$ cat config.mk
export PLATFORM = sky130hd
export DESIGN_NAME = imem_loader
export DESIGN_NICKNAME = d
export VERILOG_FILES = /design/src/rtl/imem_loader.sv
export SDC_FILE = /design/constraint.sdc
export NUM_CORES = 1
export LEC_CHECK = 0
export ABC_AREA = 1
export CAP_MARGIN = 20
export CORE_UTILIZATION = 28
export DETAILED_ROUTE_END_ITERATION = 6
export PLACE_DENSITY_LB_ADDON = 0.1
export SLEW_MARGIN = 15
export SYNTH_ARGS = -nofsm -noshare
export SYNTH_HDL_FRONTEND = slang
export SYNTH_SLANG_ARGS = --single-unit
$ cat constraint.sdc
create_clock -name clk -period 2.1 [get_ports clk]
set_clock_uncertainty 0.1 [all_clocks]
set_input_delay 0.315 -clock clk [delete_from_list [all_inputs] [get_ports clk]]
set_output_delay 0.315 -clock clk [all_outputs]
set_load 0.005 [all_outputs]
$ cat src/rtl/imem_loader.sv
// imem_loader
//   Streams a program image from a byte source into instruction memory while
//   holding the CPU frozen and in reset. Stream format:
//     len_hi, len_lo (word count N), N x 4 data bytes (MSB first), checksum
//   The checksum byte must equal the XOR of every preceding byte in the session.
//   On a good checksum the CPU is released (freeze/cpu_rst low, done high);
//   otherwise the loader parks in ERR. Words already written stay written.
//
// Ports
//   clk         clock, all state changes on the rising edge
//   rst         asynchronous reset, active low
//   start       one-cycle request to open a load session (IDLE/DONE/ERR only)
//   byte_valid  byte_data carries a stream byte
//   byte_data   stream byte
//   byte_ready  loader takes a byte this cycle when byte_valid is also high
//   imem_we     one-cycle instruction-memory write strobe
//   imem_addr   word address of the write
//   imem_wdata  instruction word of the write
//   freeze      fetch-stage freeze, low only in DONE
//   cpu_rst     active-high pipeline reset, low only in DONE
//   done        load finished with a good checksum
//   err         load aborted (bad length or bad checksum)
module imem_loader #(
    parameter int DEPTH = 1024,
    parameter int AW    = 10
) (
    input  logic          clk,
    input  logic          rst,
    input  logic          start,
    input  logic          byte_valid,
    input  logic [7:0]    byte_data,
    output logic          byte_ready,
    output logic          imem_we,
    output logic [AW-1:0] imem_addr,
    output logic [31:0]   imem_wdata,
    output logic          freeze,
    output logic          cpu_rst,
    output logic          done,
    output logic          err
);

    typedef enum logic [2:0] {
        IDLE,
        LEN_HI,
        LEN_LO,
        DATA,
        CHECK,
        DONE,
        ERR
    } state_t;

    state_t        r_state;
    state_t        w_next;

    logic [7:0]    r_len_hi;
    logic [15:0]   r_len;
    logic [AW-1:0] r_word_idx;
    logic [1:0]    r_byte_idx;
    logic [7:0]    r_csum;
    // Only the first three bytes of a word need holding; the fourth goes
    // straight into the write-data register together with these.
    logic [23:0]   r_asm;

    logic          r_byte_ready;
    logic          r_we;
    logic [AW-1:0] r_addr;
    logic [31:0]   r_wdata;
    logic          r_freeze;
    logic          r_cpu_rst;
    logic          r_done;
    logic          r_err;

    logic          w_accept;
    logic          w_open;
    logic [15:0]   w_len;
    logic          w_len_bad;
    logic          w_last_word;

    assign w_accept    = byte_valid && r_byte_ready;
    assign w_open      = start && (r_state == IDLE || r_state == DONE || r_state == ERR);
    assign w_len       = {r_len_hi, byte_data};
    assign w_len_bad   = (w_len == 16'd0) || (32'(w_len) > 32'(DEPTH));
    // Compared one bit wider than the length so AW = 16 still works.
    assign w_last_word = (17'(r_word_idx) + 17'd1) == 17'(r_len);

    // NOTE: every combinational output gets a default before the case so no
    // path leaves it unassigned and no latch is inferred.
    always_comb begin
        w_next = r_state;
        case (r_state)
            IDLE, DONE, ERR: if (start)    w_next = LEN_HI;
            LEN_HI:          if (w_accept) w_next = LEN_LO;
            LEN_LO:          if (w_accept) w_next = w_len_bad ? ERR : DATA;
            DATA:            if (w_accept && r_byte_idx == 2'd3 && w_last_word) w_next = CHECK;
            CHECK:           if (w_accept) w_next = (byte_data == r_csum) ? DONE : ERR;
            default:         w_next = IDLE;
        endcase
    end

    // NOTE: sequential state uses non-blocking assignments only, so every
    // register samples the pre-edge values regardless of statement order.
    always_ff @(posedge clk or negedge rst) begin
        if (!rst) begin
            r_state      <= IDLE;
            r_len_hi     <= '0;
            r_len        <= '0;
            r_word_idx   <= '0;
            r_byte_idx   <= '0;
            r_csum       <= '0;
            r_asm        <= '0;
            r_byte_ready <= 1'b0;
            r_we         <= 1'b0;
            r_addr       <= '0;
            r_wdata      <= '0;
            r_freeze     <= 1'b1;
            r_cpu_rst    <= 1'b1;
            r_done       <= 1'b0;
            r_err        <= 1'b0;
        end else begin
            r_state <= w_next;
            r_we    <= 1'b0;

            // Outputs are decoded from the next state so they line up with it.
            r_byte_ready <= (w_next == LEN_HI) || (w_next == LEN_LO) ||
                            (w_next == DATA)   || (w_next == CHECK);
            r_freeze     <= (w_next != DONE);
            r_cpu_rst    <= (w_next != DONE);
            r_done       <= (w_next == DONE);
            r_err        <= (w_next == ERR);

            if (w_open) begin
                r_word_idx <= '0;
                r_byte_idx <= '0;
                r_csum     <= '0;
            end

            if (w_accept) begin
                if (r_state != CHECK) begin
                    r_csum <= r_csum ^ byte_data;
                end
                case (r_state)
                    LEN_HI: r_len_hi <= byte_data;
                    LEN_LO: begin
                        r_len      <= w_len;
                        r_word_idx <= '0;
                        r_byte_idx <= '0;
                    end
                    DATA: begin
                        r_asm      <= {r_asm[15:0], byte_data};
                        r_byte_idx <= r_byte_idx + 2'd1;
                        if (r_byte_idx == 2'd3) begin
                            r_we    <= 1'b1;
                            r_addr  <= r_word_idx;
                            r_wdata <= {r_asm, byte_data};
                            // Parks on the last word instead of wrapping.
                            if (!w_last_word) begin
                                r_word_idx <= r_word_idx + AW'(1);
                            end
                        end
                    end
                    default: ;
                endcase
            end
        end
    end

    assign byte_ready = r_byte_ready;
    assign imem_we    = r_we;
    assign imem_addr  = r_addr;
    assign imem_wdata = r_wdata;
    assign freeze     = r_freeze;
    assign cpu_rst    = r_cpu_rst;
    assign done       = r_done;
    assign err        = r_err;

endmodule

## After elaboration in Yosys (flattened, before gate mapping)

Index checks and enable logic that the tools add are counted.

- Magnitude comparators: 1
- Bitwise gates (word level): 1
- Eq/ne operators: 17
- Multiplexer cells: 22
- Add/subtract/negate cells: 3
- Reduce and logical (&&, ||, !) cells: 17

Operators with widths:

| cell | number |
|---|---|
| $mux W10 | 4 |
| $mux W8 | 3 |
| $pmux W10 S2 | 1 |
| $eq A3 B3 Y1 const B | 6 |
| $mux W3 | 6 |
| $eq A11 B16 Y1 | 1 |
| $gt A16 B11 Y1 const B | 1 |
| $logic_not A16 Y1 | 1 |
| $pmux W3 S5 | 1 |
| $eq A3 B2 Y1 const B | 4 |
| $add A10 B1 Y11 const B | 1 |
| $add A10 B1 Y10 const B | 1 |
| $eq A8 B8 Y1 | 1 |
| $xor A8 B8 Y8 | 1 |
| $eq A3 B1 Y1 const B | 2 |
| $logic_or A1 B1 Y1 | 6 |
| $mux W2 | 3 |
| $ne A3 B3 Y1 const B | 2 |
| $reduce_and A2 Y1 | 3 |
| $logic_and A1 B1 Y1 | 4 |
| $pmux W2 S2 | 1 |
| $logic_not A3 Y1 | 1 |
| $mux W1 | 3 |
| $reduce_and A3 Y1 | 1 |
| 3 further kinds | 3 |

- Output and inout bits: 48
- Register bits: 118

## Longest topological paths before layout

- Depth in word-level cells: 9
- Gate-level depth with buffers: 16

## Least setup slack after synthesis

No wires, ideal clock.

- Path kind: reg-to-reg
- Start point: register r_word_idx[0]
- End point: register r_word_idx[9]
- Setup slack: 0.123 ns
- Required time: 1.869 ns
- Arrival: 1.746 ns
- Stages on the path, launching flop included: 15
- Setup time: 0.131 ns
- Path buffers: 0
- Cells stage by stage: dfrtp_1 -> ha_1 -> inv_1 -> nand2_1 -> nand2_1 -> nor2_1 -> nand2_1 -> nor2_1 -> nand3_1 -> nor2_2 -> nand4_2 -> nand2_2 -> nand2_1 -> nand3_1 -> o21ai_0

- Longest elaborated chain between the ends: 6
- Elaborated cells between the ends (all ways): 7
- Classes of those cells: 2 x add/sub; 1 x eq/ne; 4 x mux

Ends and longest elaborated chain:

| item | RTL line | source |
|---|---|---|
| start: declaration | 57 | `logic [AW-1:0] r_word_idx;` |
| start signal: assignment | 157 | `r_word_idx <= r_word_idx + AW'(1);` |
| $add A10 B1 Y11 | 84 | `assign w_last_word = (17'(r_word_idx) + 17'd1) == 17'(r_len);` |
| $eq A11 B16 Y1 | 84 |  |
| $mux W10 * | 156 | `if (!w_last_word) begin` |
| $mux W10 * | 151 | `if (r_byte_idx == 2'd3) begin` |
| $pmux W10 S2 * | 141 | `case (r_state)` |
| $mux W10 * | 137 | `if (w_accept) begin` |

Every way passes the cells marked *; elsewhere a longest branch is shown, timed or not.
A chain may end at the register's enable or synchronous reset.

## Final worst setup path

- Start point: register r_word_idx[0]
- End point: register r_word_idx[3]

The elaborated chain is that of the path after synthesis.

==> results.json <==
{
  "leakagePower_nw": 3.462,
  "place_ws_ns": -0.1733,
  "status": "complete, but fails checks",
  "grt_pass1_wl_um": 23980,
  "drive_above_1_share_pct": 18.42,
  "startpoint": "r_word_idx[0]",
  "placed_area_um2": 6636,
  "synth_edf_count": 0,
  "stdcell_area_um2": 7471,
  "via_per_inst": 4.447,
  "vias": 4656,
  "port_buffers": 59,
  "n_antenna_cell": 0,
  "ff2ff_path_depth": 14,
  "syn-num-nets": 681,
  "async_flop_share_pct": 100.0,
  "syn_area_per_cell_um2": 8.113,
  "cts.sinks": 118,
  "critPathMaxStageDelay_ns": 0.44,
  "crit_buf_inv": 2,
  "violations": "negative setup slack",
  "crit_top_cell": "nand3_1",
  "initial_utilization_pct": 28.74,
  "dp_hpwl_um": 10240,
  "p_int_mw": 5.849,
  "path_cells": "ha_4 > inv_4 > nand2_2 > nand2_2 > nor2_2 > nand2_1 > nor2_1 > nand3_1 > nor2_2 > nand4_4 > buf_6 > nand3_1 > nand3_1 > o21ai_0",
  "power.total_mw": 8.841,
  "grt.total_usage_pct": 15.76,
  "ys_types": 28,
  "fin_util_pct": 39.67,
  "setup-violations-final": 13,
  "chipWidth_um": 141.0,
  "p_sw_mw": 2.992,
  "cts_tree": "built",
  "gp_congestion": 0.8166,
  "cts-htree-levels": 4,
  "p_per_area_nw_per_um2": 1183,
  "wl_per_cell_um": 13.99,
  "slowest_stage": "dfrtp_2",
  "ios": 60,
  "core_um2": 18830,
  "die_y_um": 141.0,
  "cts_made_buffers": 17,
  "ir_drop_mv": 0.6370,
  "cp.required_ns": 2.34,
  "combPwrFrac_pct": 28.3,
  "crit_arrival_ns": 2.42,
  "synth_area_leaders": "dfrtp_1 (54%), nand2_1 (14%), o21ai_0 (8.6%)",
  "maxSlewHeadroom_pct": 67.13,
  "netlist.area_leader.share_pct": 54.10,
  "yosysWarnings": 0,
  "antenna_found_initial": 0,
  "fin_tns_setup_ns": -0.5642,
  "drt_iter0_drc": 327,
  "cp_max_fo": 5,
  "synthCells": 667,
  "hold_viol_final": 0,
  "crit_family": "simple AND/OR/NAND/NOR gates",
  "clk_path_buf_depth": 2,
  "rows": 50,
  "fin_ws_ns": -0.08107,
  "switching_share_pct": 33.84,
  "first_pass_iters": 7,
  "synthFlopType": "dfrtp_1",
  "worstSkewPairLatency_ns": 0.42,
  "fin_crit_ns": 2.181,
  "routed_wl_um": 14650,
  "fmax_mhz": 458.5,
  "startpoint_type": "flip-flop",
  "path_class": "reg2reg",
  "r2r_slack_ns": -0.08,
  "drc": 0,
  "cap_violations": 0,
  "timing.final.crit_share_pct": 103.9,
  "syn_to_final_growth_pct": 38.06,
  "globalRoute.totalOverflow": 0,
  "seqPwrFrac_pct": 38.6,
  "pwr-share-clk_pct": 33.1,
  "synth_seq_cells": 118,
  "grt_max_degree": 84,
  "netlist_area_um2": 5411,
  "r2r-start": "r_word_idx[0]",
  "cts_root_buf": "clkbuf_16",
  "die-area_um2": 19890,
  "crit_path_end_kind": "flip-flop",
  "clk_pin_slew_ns": 0.05,
  "rr_endpoint": "r_word_idx[3]",
  "worst_pin_slew_ns": 0.4931,
  "ys_seq_area_share_pct": 54.59,
  "ant_nets": 0,
  "grt_pass1_vias": 4495,
  "layout.nets": 788,
  "hold_path.class": "in2async",
  "slew_violations": 0,
  "yosys.area.top_type": "dfrtp_1",
  "rsz0062_at_grt": "true"
}
==> power by group through the flow <==
stage               sequential, mW  clock [mW]  combinational, mW
finish                        3.41        2.93               2.50
global route                  3.50        3.13               2.86
CTS                           3.41        3.00               2.46
detailed placement            3.44           0               2.39
global placement              3.43           0               2.35
floorplan                     3.34           0               1.42
==> cell usage in the layout, fill, tap and decap left out, types with 3 or more instances in the layout <==
master           instances
clkinvlp_4               6
nand3_1                 45
nand3_2                 14
dfrtp_1                115
buf_6                    4
o21ai_1                  5
clkdlybuf4s50_1         58
a21oi_1                  3
nor2_1                  32
inv_1                   72
nor2_2                   8
nand2_1                196
o21ai_2                  5
buf_12                   4
inv_6                    3
nor2_4                   5
xor2_1                   9
o21ai_0                 89
nand4_1                  7
clkbuf_16               17
nand2_2                 12
inv_2                    5
nand3b_1                 4
buf_4                   46
==> worst max path at each step <==
stage | slack [ns] | endpoint | cells after the start
floorplan | 0.12 | r_word_idx[9] | 14
global placement | -0.18 | done | 12
detailed placement | -0.17 | done | 11
CTS | 0.004 | r_word_idx[8] | 14
global route | -0.25 | byte_ready | 16
finish | -0.08 | r_word_idx[3] | 14
==> worst reg2reg max path, delay by kind of cell, from the launching register on <==
family          cells  cell delay (ns)
flops               1             0.44
simple gates       10             0.95
buf+inv             2             0.23
compound gates      1             0.08
fa+ha+maj           1             0.31
==> final cells by class <==
cell class / instances / area (um2)
inverter: 78 / 295.3
clock inverter: 13 / 145.1
multi-input combinational: 446 / 2235
timing repair buffer: 113 / 1061
sequential: 118 / 2957
tap: 260 / 325.3
clock buffer: 19 / 452.9
fill: 1886 / 11360
==> stage by stage <==
| step | instances | hold WS [ns] |
|---|---|---|
| 2_1_floorplan | 667 | -0.08059 |
| 3_3_place_gp | 1009 | 0.2140 |
| 3_5_place_dp | 1009 | 0.2238 |
| 4_1_cts | 1045 | 0.3206 |
| 5_1_grt | 1047 | 0.3596 |
| 6_report | 1047 | 0.3081 |
==> Yosys cell counts, drive strengths merged, types with 2 or more instances <==
master	number
nand2	209
dfrtp	117
o21ai	99
inv	78
nand3	61
nor2	45
clkbuf	19
xor2	9
nand4	8
buf	7
nand3b	4
a21oi	3
ha	2
nor3	2
==> flip-flops by register name (all words and copies together) (netlist names) <==
signal	flops
r_word_idx	10
cpu_rst	1
imem_we	1
r_byte_idx	2
byte_ready	1
imem_wdata	32
done	1
err	1
imem_addr	10
r_csum	8
r_asm	24
r_state	3
r_len	16
r_len_hi	8
==> metal layers <==
layer / share of wire, % / vias up / global-route usage, %
li1: - / 2349 / -
met1: 49 / 2178 / 21.47
met4: 1.8 / 0 / 6.693
met5: 0 / - / 0
met3: 3.9 / 18 / 3.872
met2: 45 / 111 / 23.80
==> kinds of logic after synthesis <==
kind of cell | count (synthesis) | synth area share, %
simple gates | 330 | 26.22
fa+ha+maj | 2 | 0.4624
flops | 118 | 54.59
xor+xnor | 9 | 1.457
buf+inv | 104 | 7.514
compound gates | 104 | 9.757
==> repair_timing <==
action,in CTS,in global routing
endpoints found under the hold margin,31,0
pin swaps,4,11
gates cloned,1,1
hold buffers,1,0
resized for setup,18,34
endpoints found under the setup margin,13,49
buffers inserted,2,1
Power figures use the tool's default switching activity.
